--- src/rtl/ac_motor_run_sequencer_if.sv ---
// Command/status bundle between the operator side and the run sequencer.
// The master drives commands; the slave returns the drive-chain outputs.
interface ac_motor_run_sequencer_if;
  logic        run;
  logic        dir_req;
  logic [11:0] power_target;
  logic        fault;
  logic        fault_clr;
  logic [11:0] power;
  logic        enable;
  logic        cw;
  logic        ccw;
  logic        at_target;
  logic        fault_latched;
  logic [2:0]  state;

  modport master (
    output run, dir_req, power_target, fault, fault_clr,
    input  power, enable, cw, ccw, at_target, fault_latched, state
  );

  modport slave (
    input  run, dir_req, power_target, fault, fault_clr,
    output power, enable, cw, ccw, at_target, fault_latched, state
  );
endinterface

--- src/rtl/ac_motor_run_sequencer.sv ---
// Run sequencer for the AC motor drive chain: rate-limited power ramp,
// reversal via stop/dwell, and a latched shoot-through fault.
module ac_motor_run_sequencer #(
  parameter int RAMP_DIV     = 16,
  parameter int DWELL_CYCLES = 4096
) (
  input  logic clk,
  input  logic rst_n,
  ac_motor_run_sequencer_if.slave bus
);

  localparam int PW = (RAMP_DIV > 1) ? $clog2(RAMP_DIV) : 1;
  localparam int DW = (DWELL_CYCLES > 1) ? $clog2(DWELL_CYCLES) : 1;
  localparam logic [PW-1:0] PMAX = PW'(RAMP_DIV - 1);
  localparam logic [DW-1:0] DMAX = DW'(DWELL_CYCLES - 1);

  typedef enum logic [2:0] {
    IDLE  = 3'd0,
    RUN   = 3'd1,
    STOP  = 3'd2,
    DWELL = 3'd3,
    FAULT = 3'd4
  } state_t;

  state_t        st;
  logic [11:0]   pwr;
  logic          en;
  logic          cw_q;
  logic          ccw_q;
  logic          at_q;
  logic          flt_q;
  logic          dir_q;
  logic          arm;
  logic [PW-1:0] presc;
  logic [DW-1:0] dcnt;

  logic          tick;
  logic [11:0]   ramp;

  // Target bounds the step, so no wrap at either end
  always_comb begin
    tick = (presc == PMAX);
    ramp = pwr;
    if (tick) begin
      if (pwr < bus.power_target)
        ramp = pwr + 12'd1;
      else if (pwr > bus.power_target)
        ramp = pwr - 12'd1;
    end
  end

  always_ff @(posedge clk or negedge rst_n) begin
    if (!rst_n) begin
      st    <= IDLE;
      pwr   <= '0;
      en    <= 1'b0;
      cw_q  <= 1'b0;
      ccw_q <= 1'b0;
      at_q  <= 1'b0;
      flt_q <= 1'b0;
      dir_q <= 1'b0;
      arm   <= 1'b0;
      presc <= '0;
      dcnt  <= '0;
    end else begin
      if (!bus.run)
        arm <= 1'b1;
      if (bus.fault) begin
        st    <= FAULT;
        pwr   <= '0;
        en    <= 1'b0;
        cw_q  <= 1'b0;
        ccw_q <= 1'b0;
        at_q  <= 1'b0;
        flt_q <= 1'b1;
      end else begin
        unique case (st)
          IDLE: begin
            if (bus.run && arm) begin
              st    <= RUN;
              arm   <= 1'b0;
              dir_q <= bus.dir_req;
              en    <= 1'b1;
              cw_q  <= !bus.dir_req;
              ccw_q <= bus.dir_req;
              pwr   <= '0;
              presc <= '0;
              at_q  <= (bus.power_target == 12'd0);
            end
          end
          RUN: begin
            if (!bus.run || (bus.dir_req != dir_q)) begin
              st    <= STOP;
              presc <= '0;
              at_q  <= 1'b0;
            end else begin
              presc <= tick ? '0 : presc + 1'b1;
              pwr   <= ramp;
              at_q  <= (ramp == bus.power_target);
            end
          end
          STOP: begin
            if (pwr == 12'd0) begin
              st    <= DWELL;
              en    <= 1'b0;
              cw_q  <= 1'b0;
              ccw_q <= 1'b0;
              dcnt  <= '0;
            end else begin
              presc <= tick ? '0 : presc + 1'b1;
              if (tick)
                pwr <= pwr - 12'd1;
            end
          end
          DWELL: begin
            if (dcnt == DMAX) begin
              if (bus.run) begin
                st    <= RUN;
                dir_q <= bus.dir_req;
                en    <= 1'b1;
                cw_q  <= !bus.dir_req;
                ccw_q <= bus.dir_req;
                pwr   <= '0;
                presc <= '0;
                at_q  <= (bus.power_target == 12'd0);
              end else begin
                st <= IDLE;
              end
            end else begin
              dcnt <= dcnt + 1'b1;
            end
          end
          FAULT: begin
            if (bus.fault_clr) begin
              st    <= IDLE;
              flt_q <= 1'b0;
            end
          end
          default: st <= IDLE;
        endcase
      end
    end
  end

  assign bus.power         = pwr;
  assign bus.enable        = en;
  assign bus.cw            = cw_q;
  assign bus.ccw           = ccw_q;
  assign bus.at_target     = at_q;
  assign bus.fault_latched = flt_q;
  assign bus.state         = st;

endmodule

--- src/flat_wrapper.sv ---
// flat-port wrapper written by rule: the top's interface ports become plain ports
module ac_motor_run_sequencer_flat 
#(
  parameter int RAMP_DIV     = 16,
  parameter int DWELL_CYCLES = 4096
)
  (clk, rst_n, bus_run, bus_dir_req, bus_power_target, bus_fault, bus_fault_clr, bus_power, bus_enable, bus_cw, bus_ccw, bus_at_target, bus_fault_latched, bus_state);
  ac_motor_run_sequencer_if bus_i ();
  input  logic clk;
  input  logic rst_n;
  input wire logic [$bits(bus_i.run)-1:0] bus_run;
  input wire logic [$bits(bus_i.dir_req)-1:0] bus_dir_req;
  input wire logic [$bits(bus_i.power_target)-1:0] bus_power_target;
  input wire logic [$bits(bus_i.fault)-1:0] bus_fault;
  input wire logic [$bits(bus_i.fault_clr)-1:0] bus_fault_clr;
  output wire logic [$bits(bus_i.power)-1:0] bus_power;
  output wire logic [$bits(bus_i.enable)-1:0] bus_enable;
  output wire logic [$bits(bus_i.cw)-1:0] bus_cw;
  output wire logic [$bits(bus_i.ccw)-1:0] bus_ccw;
  output wire logic [$bits(bus_i.at_target)-1:0] bus_at_target;
  output wire logic [$bits(bus_i.fault_latched)-1:0] bus_fault_latched;
  output wire logic [$bits(bus_i.state)-1:0] bus_state;
  assign bus_i.run = bus_run;
  assign bus_i.dir_req = bus_dir_req;
  assign bus_i.power_target = bus_power_target;
  assign bus_i.fault = bus_fault;
  assign bus_i.fault_clr = bus_fault_clr;
  assign bus_power = bus_i.power;
  assign bus_enable = bus_i.enable;
  assign bus_cw = bus_i.cw;
  assign bus_ccw = bus_i.ccw;
  assign bus_at_target = bus_i.at_target;
  assign bus_fault_latched = bus_i.fault_latched;
  assign bus_state = bus_i.state;
  ac_motor_run_sequencer #(.RAMP_DIV(RAMP_DIV), .DWELL_CYCLES(DWELL_CYCLES)) u_core (.clk(clk), .rst_n(rst_n), .bus(bus_i));
endmodule
--- config.mk ---
export PLATFORM = sky130hd
export DESIGN_NAME = ac_motor_run_sequencer_flat
export DESIGN_NICKNAME = d
export VERILOG_FILES = /design/src/rtl/ac_motor_run_sequencer_if.sv /design/src/rtl/ac_motor_run_sequencer.sv /design/src/flat_wrapper.sv
export SDC_FILE = /design/constraint.sdc
export NUM_CORES = 1
export LEC_CHECK = 0
export ABC_AREA = 1
export BUFFER_PORTS_ARGS = -buffer_cell sky130_fd_sc_hd__buf_2
export CELL_PAD_IN_SITES_DETAIL_PLACEMENT = 1
export CELL_PAD_IN_SITES_GLOBAL_PLACEMENT = 1
export CORE_UTILIZATION = 35
export DETAILED_ROUTE_END_ITERATION = 8
export PLACE_DENSITY = 0.79
export SYNTH_ARGS = -nofsm -noshare
export SYNTH_HDL_FRONTEND = slang
export SYNTH_SLANG_ARGS = --single-unit
--- constraint.sdc ---
create_clock -name clk -period 6.03 [get_ports clk]
set_clock_uncertainty 0.1 [all_clocks]
set_input_delay 0.3015 -clock clk [delete_from_list [all_inputs] [get_ports clk]]
set_output_delay 0.3015 -clock clk [all_outputs]
set_load 0.02 [all_outputs]
# == Word-level counts from Yosys, hierarchy flattened ==
# Index checks and enable logic that the tools add are counted.
# totals
ff_bits,38
input_bits,18
output_inout_bits,20
elab_cells,123
# classes
addsub,4
n_lt_le_gt_ge,2
n_eq_ne,23
n_mux,59
bitwise,1
reduce_logical,23
# ops
op,n
$mux W12,12
$pmux W12 S4,1
$mux W1,26
$add A12 B1 Y12 const B,2
$logic_not A12 Y1,2
$mux W4,6
$pmux W12 S2,1
$mux W3,6
$pmux W4 S4,1
$ne A3 B2 Y1 const B,5
$pmux W3 S5,1
$reduce_and A5 Y1,3
$eq A12 B12 Y1,1
$eq A12 B12 Y1 const B,1
$gt A12 B12 Y1,1
$lt A12 B12 Y1,1
$ne A3 B3 Y1 const B,4
$pmux W1 S3,4
$reduce_bool A4 Y1,3
$sub A12 B1 Y12 const B,1
$reduce_and A4 Y1,2
$reduce_bool A2 Y1,4
$reduce_and A7 Y1,1
$eq A3 B2 Y1 const B,2
16 further kinds,21

# == Depth between registers and ports, before layout ==
# Gate-level depths: netlist of the first run.
# depth
ltp_word,8
depth_mapped,21
mapped_depth_nobuf,21

# == Least setup slack after synthesis of the first run ==
# Ideal clock, no wire load.
# synth_path
path_kind,register -> register
from,register u_core.pwr[9] (netlist: u_core.bus.power[9])
to,register u_core.at_q (netlist: u_core.bus.at_target)
setup_time_ns,0.077
arrival_time_ns,2.203
required_time_ns,5.853
setup_slack_ns,3.649
path_stages_with_launch,18
n_path_buf,1
period_less_slack_ns,2.381
path_cell_list,dfrtp_1 > ha_1 > nand2_1 > inv_1 > nand2_1 > inv_1 > nand2_1 > nand3_2 > buf_4 > o21ai_1 > nand2_1 > nand2_1 > nand2_1 > nand2_1 > nand3_1 > nor2_1 > nand2_1 > a21oi_1
# synth_between
elab_chain_cells,8
elab_cells_between_ends,11
classes_between,add/sub: 2; order compare: 2; eq/ne: 1; mux: 6
# synth_lines
item,line,source
from (decl),ac_motor_run_sequencer.sv:26,logic [11:0] pwr;
from (signal assigned),ac_motor_run_sequencer.sv:98,pwr <= ramp;
from (signal assigned),ac_motor_run_sequencer.sv:112,pwr <= pwr - 12'd1;
$sub A12 B1 Y12 / $gt A12 B12 Y1 (equally long branches),"ac_motor_run_sequencer.sv:48, ac_motor_run_sequencer.sv:47",
$mux W12,ac_motor_run_sequencer.sv:47,else if (pwr > bus.power_target)
$mux W12,ac_motor_run_sequencer.sv:45,if (pwr < bus.power_target)
$mux W12 (*),ac_motor_run_sequencer.sv:44,if (tick) begin
$eq A12 B12 Y1 (*),ac_motor_run_sequencer.sv:99,at_q <= (ramp == bus.power_target);
$mux W1 (*),ac_motor_run_sequencer.sv:92,if (!bus.run || (bus.dir_req != dir_q)) begin
$pmux W1 S3 (*),ac_motor_run_sequencer.sv:77,unique case (st)
$mux W1 (*),ac_motor_run_sequencer.sv:68,if (bus.fault) begin
to (signal assigned),ac_motor_run_sequencer.sv:88,at_q <= (bus.power_target == 12'd0);
to (signal assigned),ac_motor_run_sequencer.sv:99,
to (signal assigned),ac_motor_run_sequencer.sv:125,at_q <= (bus.power_target == 12'd0);
to (decl),ac_motor_run_sequencer.sv:30,logic at_q;
# Every way passes the cells marked *; elsewhere a longest branch is shown, timed or not.
# A chain may end at the register's enable or synchronous reset.

# == Worst setup path in the final report of the first run ==
# layout_path
from,register u_core.pwr[0] (netlist: u_core.bus.power[0])
to,register u_core.at_q (netlist: u_core.bus.at_target)
# The elaborated chain is that of the path after synthesis.

==> results of run 1 <==
-- logic make-up after synthesis --
logic type	count (synthesis)	share of synthesized area, %
buf+inv	92	11.0
simple gates	300	40.1
compound gates	78	12.4
flops	38	27.2
fa+ha+maj	17	6.07
xor+xnor	13	3.25
-- cells in the final DEF (no fill, tap or decap), drive strengths merged, types with 7 or more instances in the layout --
cell type / n
a21oi: 21
buf: 37
dfrtp: 38
ha: 17
inv: 77
nand2: 162
nand3: 47
nand4: 13
nor2: 58
nor3: 14
o21ai: 42
o22ai: 7
xor2: 12
-- per-layer routing --
metal  vias up  wire length, um  share of wire, %
li1       1802                -                 -
met1      1786             5320                45
met2        96             5590                47
met3        24              562               4.8
met4         0              291               2.5
met5         -                0                 0
-- cell type report --
class	count	area [um^2]
Fill cell	1352	5870
Multi-Input combinational cell	408	2170
Sequential cell	38	951
Inverter	78	293
Timing Repair Buffer	37	185
Tap cell	133	166
Clock buffer	6	82.6
Clock inverter	2	12.5
-- registers in the layout, indices dropped and copies added, names as in the netlist --
signal,count
u_core.bus.state,3
u_core.bus.fault_latched,1
u_core.presc,4
u_core.bus.ccw,1
u_core.bus.enable,1
u_core.dir_q,1
u_core.bus.power,12
u_core.arm,1
u_core.bus.at_target,1
u_core.bus.cw,1
u_core.dcnt,12
-- power by group --
group	switching (mW)	total (mW)	internal [mW]	leakage, nW
Sequential	0.0606	0.358	0.297	0.507
Clock	0.104	0.196	0.0922	0.0472
Combinational	0.352	0.515	0.164	1.44
Total	0.517	1.07	0.553	1.99
-- per-stage QoR --
step	cell area [um^2]	hold WS [ns]	cells	worst slack [ns]	power, mW
floorplan	3500	-0.0941	538	3.65	0.726
global placement	3760	0.350	694	3.07	0.855
detailed placement	3760	0.375	694	2.93	0.870
CTS	3860	0.0728	702	2.91	1.07
global route	3860	0.105	702	2.59	1.15
finish	3860	0.0445	702	2.87	1.07
-- worst paths after layout --
check / from / to / slack (ns) / cells past startpoint
max in group asynchronous: rst_n / u_core.dcnt[10] / 5.18 / 1
min in group clk: bus_dir_req / u_core.bus.cw / 0.12 / 2
max reg2reg: u_core.bus.power[0] / u_core.bus.at_target / 2.87 / 20
min reg2reg: u_core.bus.fault_latched / u_core.bus.fault_latched / 0.39 / 2
min: rst_n / u_core.bus.power[5] / 0.04 / 1
max: u_core.bus.power[0] / u_core.bus.at_target / 2.87 / 20
==> results.sh, run 1 <==
export IMPL_drive_gt1_share_pct=15.8
export IMPL_drtAntennaViolNets=0
export IMPL_postSynthCellCount=538
export IMPL_place_congestion=0.921
export IMPL_worst_setup_path_start_kind="flop"
export IMPL_postSynth_asyncResetShare_pct=100
export IMPL_power_per_cell_area_nw_per_um2=277
export IMPL_firstDrtPassIters=6
export IMPL_yosysMostFrequentCell="nand2_1"
export IMPL_synth_area_per_cell_um2=6.51
export IMPL_crit_family="simple AND/OR/NAND/NOR gates"
export IMPL_synth_seq_area_share_pct=27.2
export IMPL_synth_cell_types=39
export IMPL_worst_path_buf_inv=2
export IMPL_ys_flop_type="dfrtp_1"
export IMPL_hp_class="primary input to asynchronous set/reset pin"
export IMPL_synth_commonest_cells="nand2_1 (154), inv_1 (66), nand3_1 (45)"
export IMPL_cts_setup_buffers=0
export IMPL_cp_end_kind="flop"
export IMPL_rsz0062_at_grt="false"
export IMPL_hold_buffers=0
export IMPL_cts_sinks=38
export IMPL_cp_cell_sequence="inv_1 > ha_1 > inv_1 > nand2_1 > nand2_1 > nand2_1 > nand2_1 > nand2_1 > nand3_2 > nand2_2 > nand2_2 > nand2_1 > nand2_1 > nand2_1 > nand2_1 > nor2_1 > nand3_1 > nor2_1 > nand2_1 > a21oi_1"
export IMPL_synth_top_area_cell="dfrtp_1"
export IMPL_met3_usage_pct=4.72
export IMPL_worst_pin_slew_ns=0.960
export IMPL_synth_seq_cells=38
export IMPL_via_per_inst=5.28
export IMPL_gr_usage_met2_pct=40.4
export IMPL_finalMaxSlewViolations=0
export IMPL_grt_max_degree=39
export IMPL_cts_tree="built"
export IMPL_synth_area_top_cells="dfrtp_1 (27%), nand2_1 (17%), inv_1 (7.1%)"
export IMPL_slew_headroom_pct=36.0
export IMPL_fp_dieArea_um2=10400
export IMPL_syn_to_final_growth_pct=10.1
export IMPL_yosys_area_top_type_share_pct=27.2
export IMPL_hold_viol=0
export IMPL_worst_setup_path_type="flop to flop"
export IMPL_detail_route_wl_per_cell_um=16.8
export IMPL_vias=3708
export IMPL_fin_util_pct=39.6
export IMPL_core_area_um2=9730
export IMPL_drt_wl_total_um=11800
export IMPL_status="complete, but fails checks"
export IMPL_required_ns=6.16
export IMPL_syn_num_nets=573
export IMPL_start_util_pct=36.0
export IMPL_clkTransAtPathRegs_ns=0.09
export IMPL_io_buffers=37
export IMPL_setup_violations=0
export IMPL_num_nets_final=603
export IMPL_clk_latency_ns=0.30
export IMPL_cpMostUsedCell="nand2_1"
export IMPL_tns_ns=0
export IMPL_dpl_hpwl_um=9090
export IMPL_synthesis_area_um2=3500
export IMPL_drtIter0Drc=216
export IMPL_violations="DRC"
export IMPL_antenna_cells=0
export IMPL_grtUsageMet1_pct=30.6
export IMPL_p_leak_nw=1.99
export IMPL_die_h_um=102
export IMPL_htreeDepth=2
export IMPL_route_detailed_drc=1
export IMPL_yosys_warnings=0
export IMPL_period_minus_slack_ns=3.16
export IMPL_fmax_mhz=316
export IMPL_worst_path_max_fanout=18
export IMPL_rows=36
export IMPL_antenna_found_initial=0
export IMPL_grt_ovfl_total=0
export IMPL_ios=38
export IMPL_grt_pass1_vias=3752
export IMPL_clockBufferDepth=2
export IMPL_grt_pass1_wl_um=19100
export IMPL_fin_crit_sh_pct=52.4
export IMPL_crit_path_top_delay_cell="dfrtp_1"
export IMPL_max_stage_delay_ns=0.46
export IMPL_synth_edf_count=0
export IMPL_grt_usage_pct=23.9
export IMPL_cp_arrival_ns=3.29
export IMPL_numCtsBuffers=5
export IMPL_vdd_drop_max_mv=0.108
export IMPL_maxCapViolations=0
export IMPL_top_usage_layer="met2"
export IMPL_cts_root_buf="clkbuf_8"
export IMPL_post_cts_resized=0
export IMPL_die_width_um=102
Power figures use the tool's default switching activity.
==> run 2: changes to the inputs <==
--- a/config.mk
+++ b/config.mk
@@ -11,7 +11,7 @@
 export CELL_PAD_IN_SITES_GLOBAL_PLACEMENT = 1
 export CORE_UTILIZATION = 35
 export DETAILED_ROUTE_END_ITERATION = 8
-export PLACE_DENSITY = 0.79
+export PLACE_DENSITY = 0.82
 export SYNTH_ARGS = -nofsm -noshare
 export SYNTH_HDL_FRONTEND = slang
 export SYNTH_SLANG_ARGS = --single-unit
==> constraint.sdc (replaced) <==
create_clock -name clk -period 2.8 [get_ports clk]
set_clock_uncertainty 0.1 [all_clocks]
set_input_delay 0.14 -clock clk [delete_from_list [all_inputs] [get_ports clk]]
set_output_delay 0.14 -clock clk [all_outputs]
set_load 0.02 [all_outputs]
==> results.sh, run 2 (synthesized netlist as in run 1, its figures left out) <==
export IMPL_cp_arrival_ns=2.81
export IMPL_hold_viol=0
export IMPL_grt_usage_pct=24.3
export IMPL_worst_setup_path_type="flop to flop"
export IMPL_fillCellCount=1310
export IMPL_clockBufferDepth=2
export IMPL_cts_sinks=38
export IMPL_start_util_pct=36.0
export IMPL_fin_crit_sh_pct=95.2
export IMPL_fp_dieArea_um2=10400
export IMPL_htreeDepth=2
export IMPL_hold_end="u_core.bus.fault_latched"
export IMPL_timing_rr_end="u_core.bus.at_target"
export IMPL_cpMostUsedCell="nand2_1"
export IMPL_antenna_cells=0
export IMPL_r2r_setup_slack_ns=0.13
export IMPL_worst_pin_slew_ns=0.940
export IMPL_placedCellCount=712
export IMPL_whs_path_depth=4
export IMPL_slew_headroom_pct=37.3
export IMPL_period_minus_slack_ns=2.67
export IMPL_max_stage_delay_ns=0.40
export IMPL_clk_latency_ns=0.32
export IMPL_swShare_pct=47.7
export IMPL_grt_pass1_wl_um=19400
export IMPL_io_buffers=37
export IMPL_mostFrequentLayoutCell="nand2_1"
export IMPL_rows=36
export IMPL_route_detailed_drc=0
export IMPL_syn_to_final_growth_pct=20.8
export IMPL_firstDrtPassIters=4
export IMPL_fmax_mhz=375
export IMPL_grt_pass1_vias=3894
export IMPL_detail_route_wl_per_cell_um=16.6
export IMPL_vias=3832
export IMPL_antenna_found_initial=0
export IMPL_fin_ws_ns=0.133
export IMPL_numCtsBuffers=5
export IMPL_r2r_start="u_core.bus.power[6]"
export IMPL_grt_max_degree=39
export IMPL_cp_cell_sequence="ha_1 > nand2_1 > inv_1 > nand2_1 > nand2_1 > nand2_2 > nand3_4 > buf_4 > clkbuf_16 > o21ai_1 > nand2_1 > nand2_1 > nand2_1 > nand2_1 > nand3_1 > nor2_1 > nand2_1 > a21oi_2"
export IMPL_drtIter0Drc=214
export IMPL_hp_class="primary input to flop"
export IMPL_num_nets_final=635
export IMPL_cp_end_kind="flop"
export IMPL_finalMaxSlewViolations=0
export IMPL_area_sequential_um2=952
export IMPL_worst_setup_path_start_kind="flop"
export IMPL_via_per_inst=5.22
export IMPL_multi_input_area_um2=2260
export IMPL_power_per_cell_area_nw_per_um2=576
export IMPL_reg2regPathDepth=18
export IMPL_final_cells=734
export IMPL_p_leak_nw=2.17
export IMPL_die_h_um=102
export IMPL_whs_ns=0.0191
export IMPL_p_seq_share_pct=29.7
export IMPL_drtAntennaViolNets=0
export IMPL_hp_start="bus_fault_clr"
export IMPL_fin_util_pct=43.5
export IMPL_crit_path_top_delay_cell="dfrtp_1"
export IMPL_grt_ovfl_total=0
export IMPL_die_width_um=102
export IMPL_dp_slack_ns=0.102
export IMPL_intPower_mw=1.28
export IMPL_cts_tree="built"
export IMPL_switchingPower_mw=1.16
export IMPL_cts_root_buf="clkbuf_8"
export IMPL_place_area_um2=3900
export IMPL_drive_gt1_share_pct=22.1
export IMPL_p_clk_share_pct=18.0
export IMPL_drt_wl_total_um=12200
export IMPL_required_ns=2.95
export IMPL_stdcell_area_um2=4230
export IMPL_vdd_drop_max_mv=0.219
export IMPL_dpl_hpwl_um=9020
export IMPL_final_cell_mix="nand2_1 (150), inv_1 (64), nand3_1 (45)"
export IMPL_place_congestion=0.954
export IMPL_pwr_share_comb_pct=52.3
export IMPL_clkTransAtPathRegs_ns=0.10
export IMPL_ios=38
export IMPL_worst_path_max_fanout=6
export IMPL_setup_violations=0
export IMPL_maxCapViolations=0
export IMPL_status="completed"
export IMPL_core_area_um2=9730
==> run 2: worst max-delay path by stage <==
| stage | startpoint | to | slack (ns) | cells after the start |
|---|---|---|---|---|
| after floorplan | u_core.bus.power[9] | u_core.bus.at_target | 0.42 | 17 |
| after global placement | u_core.bus.power[11] | u_core.bus.at_target | 0.26 | 18 |
| after detailed placement | u_core.bus.power[1] | u_core.bus.at_target | 0.10 | 18 |
| after CTS | u_core.bus.power[1] | u_core.bus.at_target | 0.06 | 18 |
| after global routing | u_core.bus.power[9] | u_core.bus.at_target | -0.02 | 18 |
| final | u_core.bus.power[6] | u_core.bus.at_target | 0.13 | 18 |
==> run 2: repair_timing <==
| item | 4_1_cts | 5_1_grt |
|---|---|---|
| hold buffers | 3 | 0 |
| setup buffers | 0 | 10 |
| setup endpoints to repair | 0 | 1 |
| endpoints found under the hold margin | 40 | 0 |
| resized for setup | 0 | 21 |
==> run 2: power by group through the flow <==
stage	clock network [mW]	logic [mW]	registers, mW
4_1_cts	0.448	1.20	0.721
3_3_place_gp	0	1.16	0.725
6_report	0.439	1.28	0.724
2_1_floorplan	0	0.771	0.792
3_5_place_dp	0	1.19	0.730
5_1_grt	0.467	1.42	0.738
==> run 2: worst max-delay path: cells and delay by family (launching register included) <==
family | cells | cell delay [ns]
simple gates | 12 | 1.12
flops | 1 | 0.40
fa+ha+maj | 1 | 0.31
buf+inv | 3 | 0.38
compound gates | 2 | 0.28
==> run 2: cell type report <==
type	count	share of cell area, %
clock inverters	2	0.296
repair buffers	69	10.8
well taps	133	3.93
multi-input cells	408	53.5
clock buffers	6	1.95
inverters	78	7.01
flip-flops and latches	38	22.5
==> run 2: per-layer routing <==
layer	vias to the layer above	part of all wire, %	global-route usage, %
met2	105	47	39.0
met3	23	5.8	3.42
li1	1862	-	-
met5	-	0	0
met4	0	2.3	9.89
met1	1842	45	32.8
==> run 2: stage by stage <==
stage          total power [mW]  setup TNS [ns]
2_1_floorplan              1.56               0
3_3_place_gp               1.88               0
3_5_place_dp               1.92               0
4_1_cts                    2.37               0
5_1_grt                    2.62         -0.0239
6_report                   2.44               0
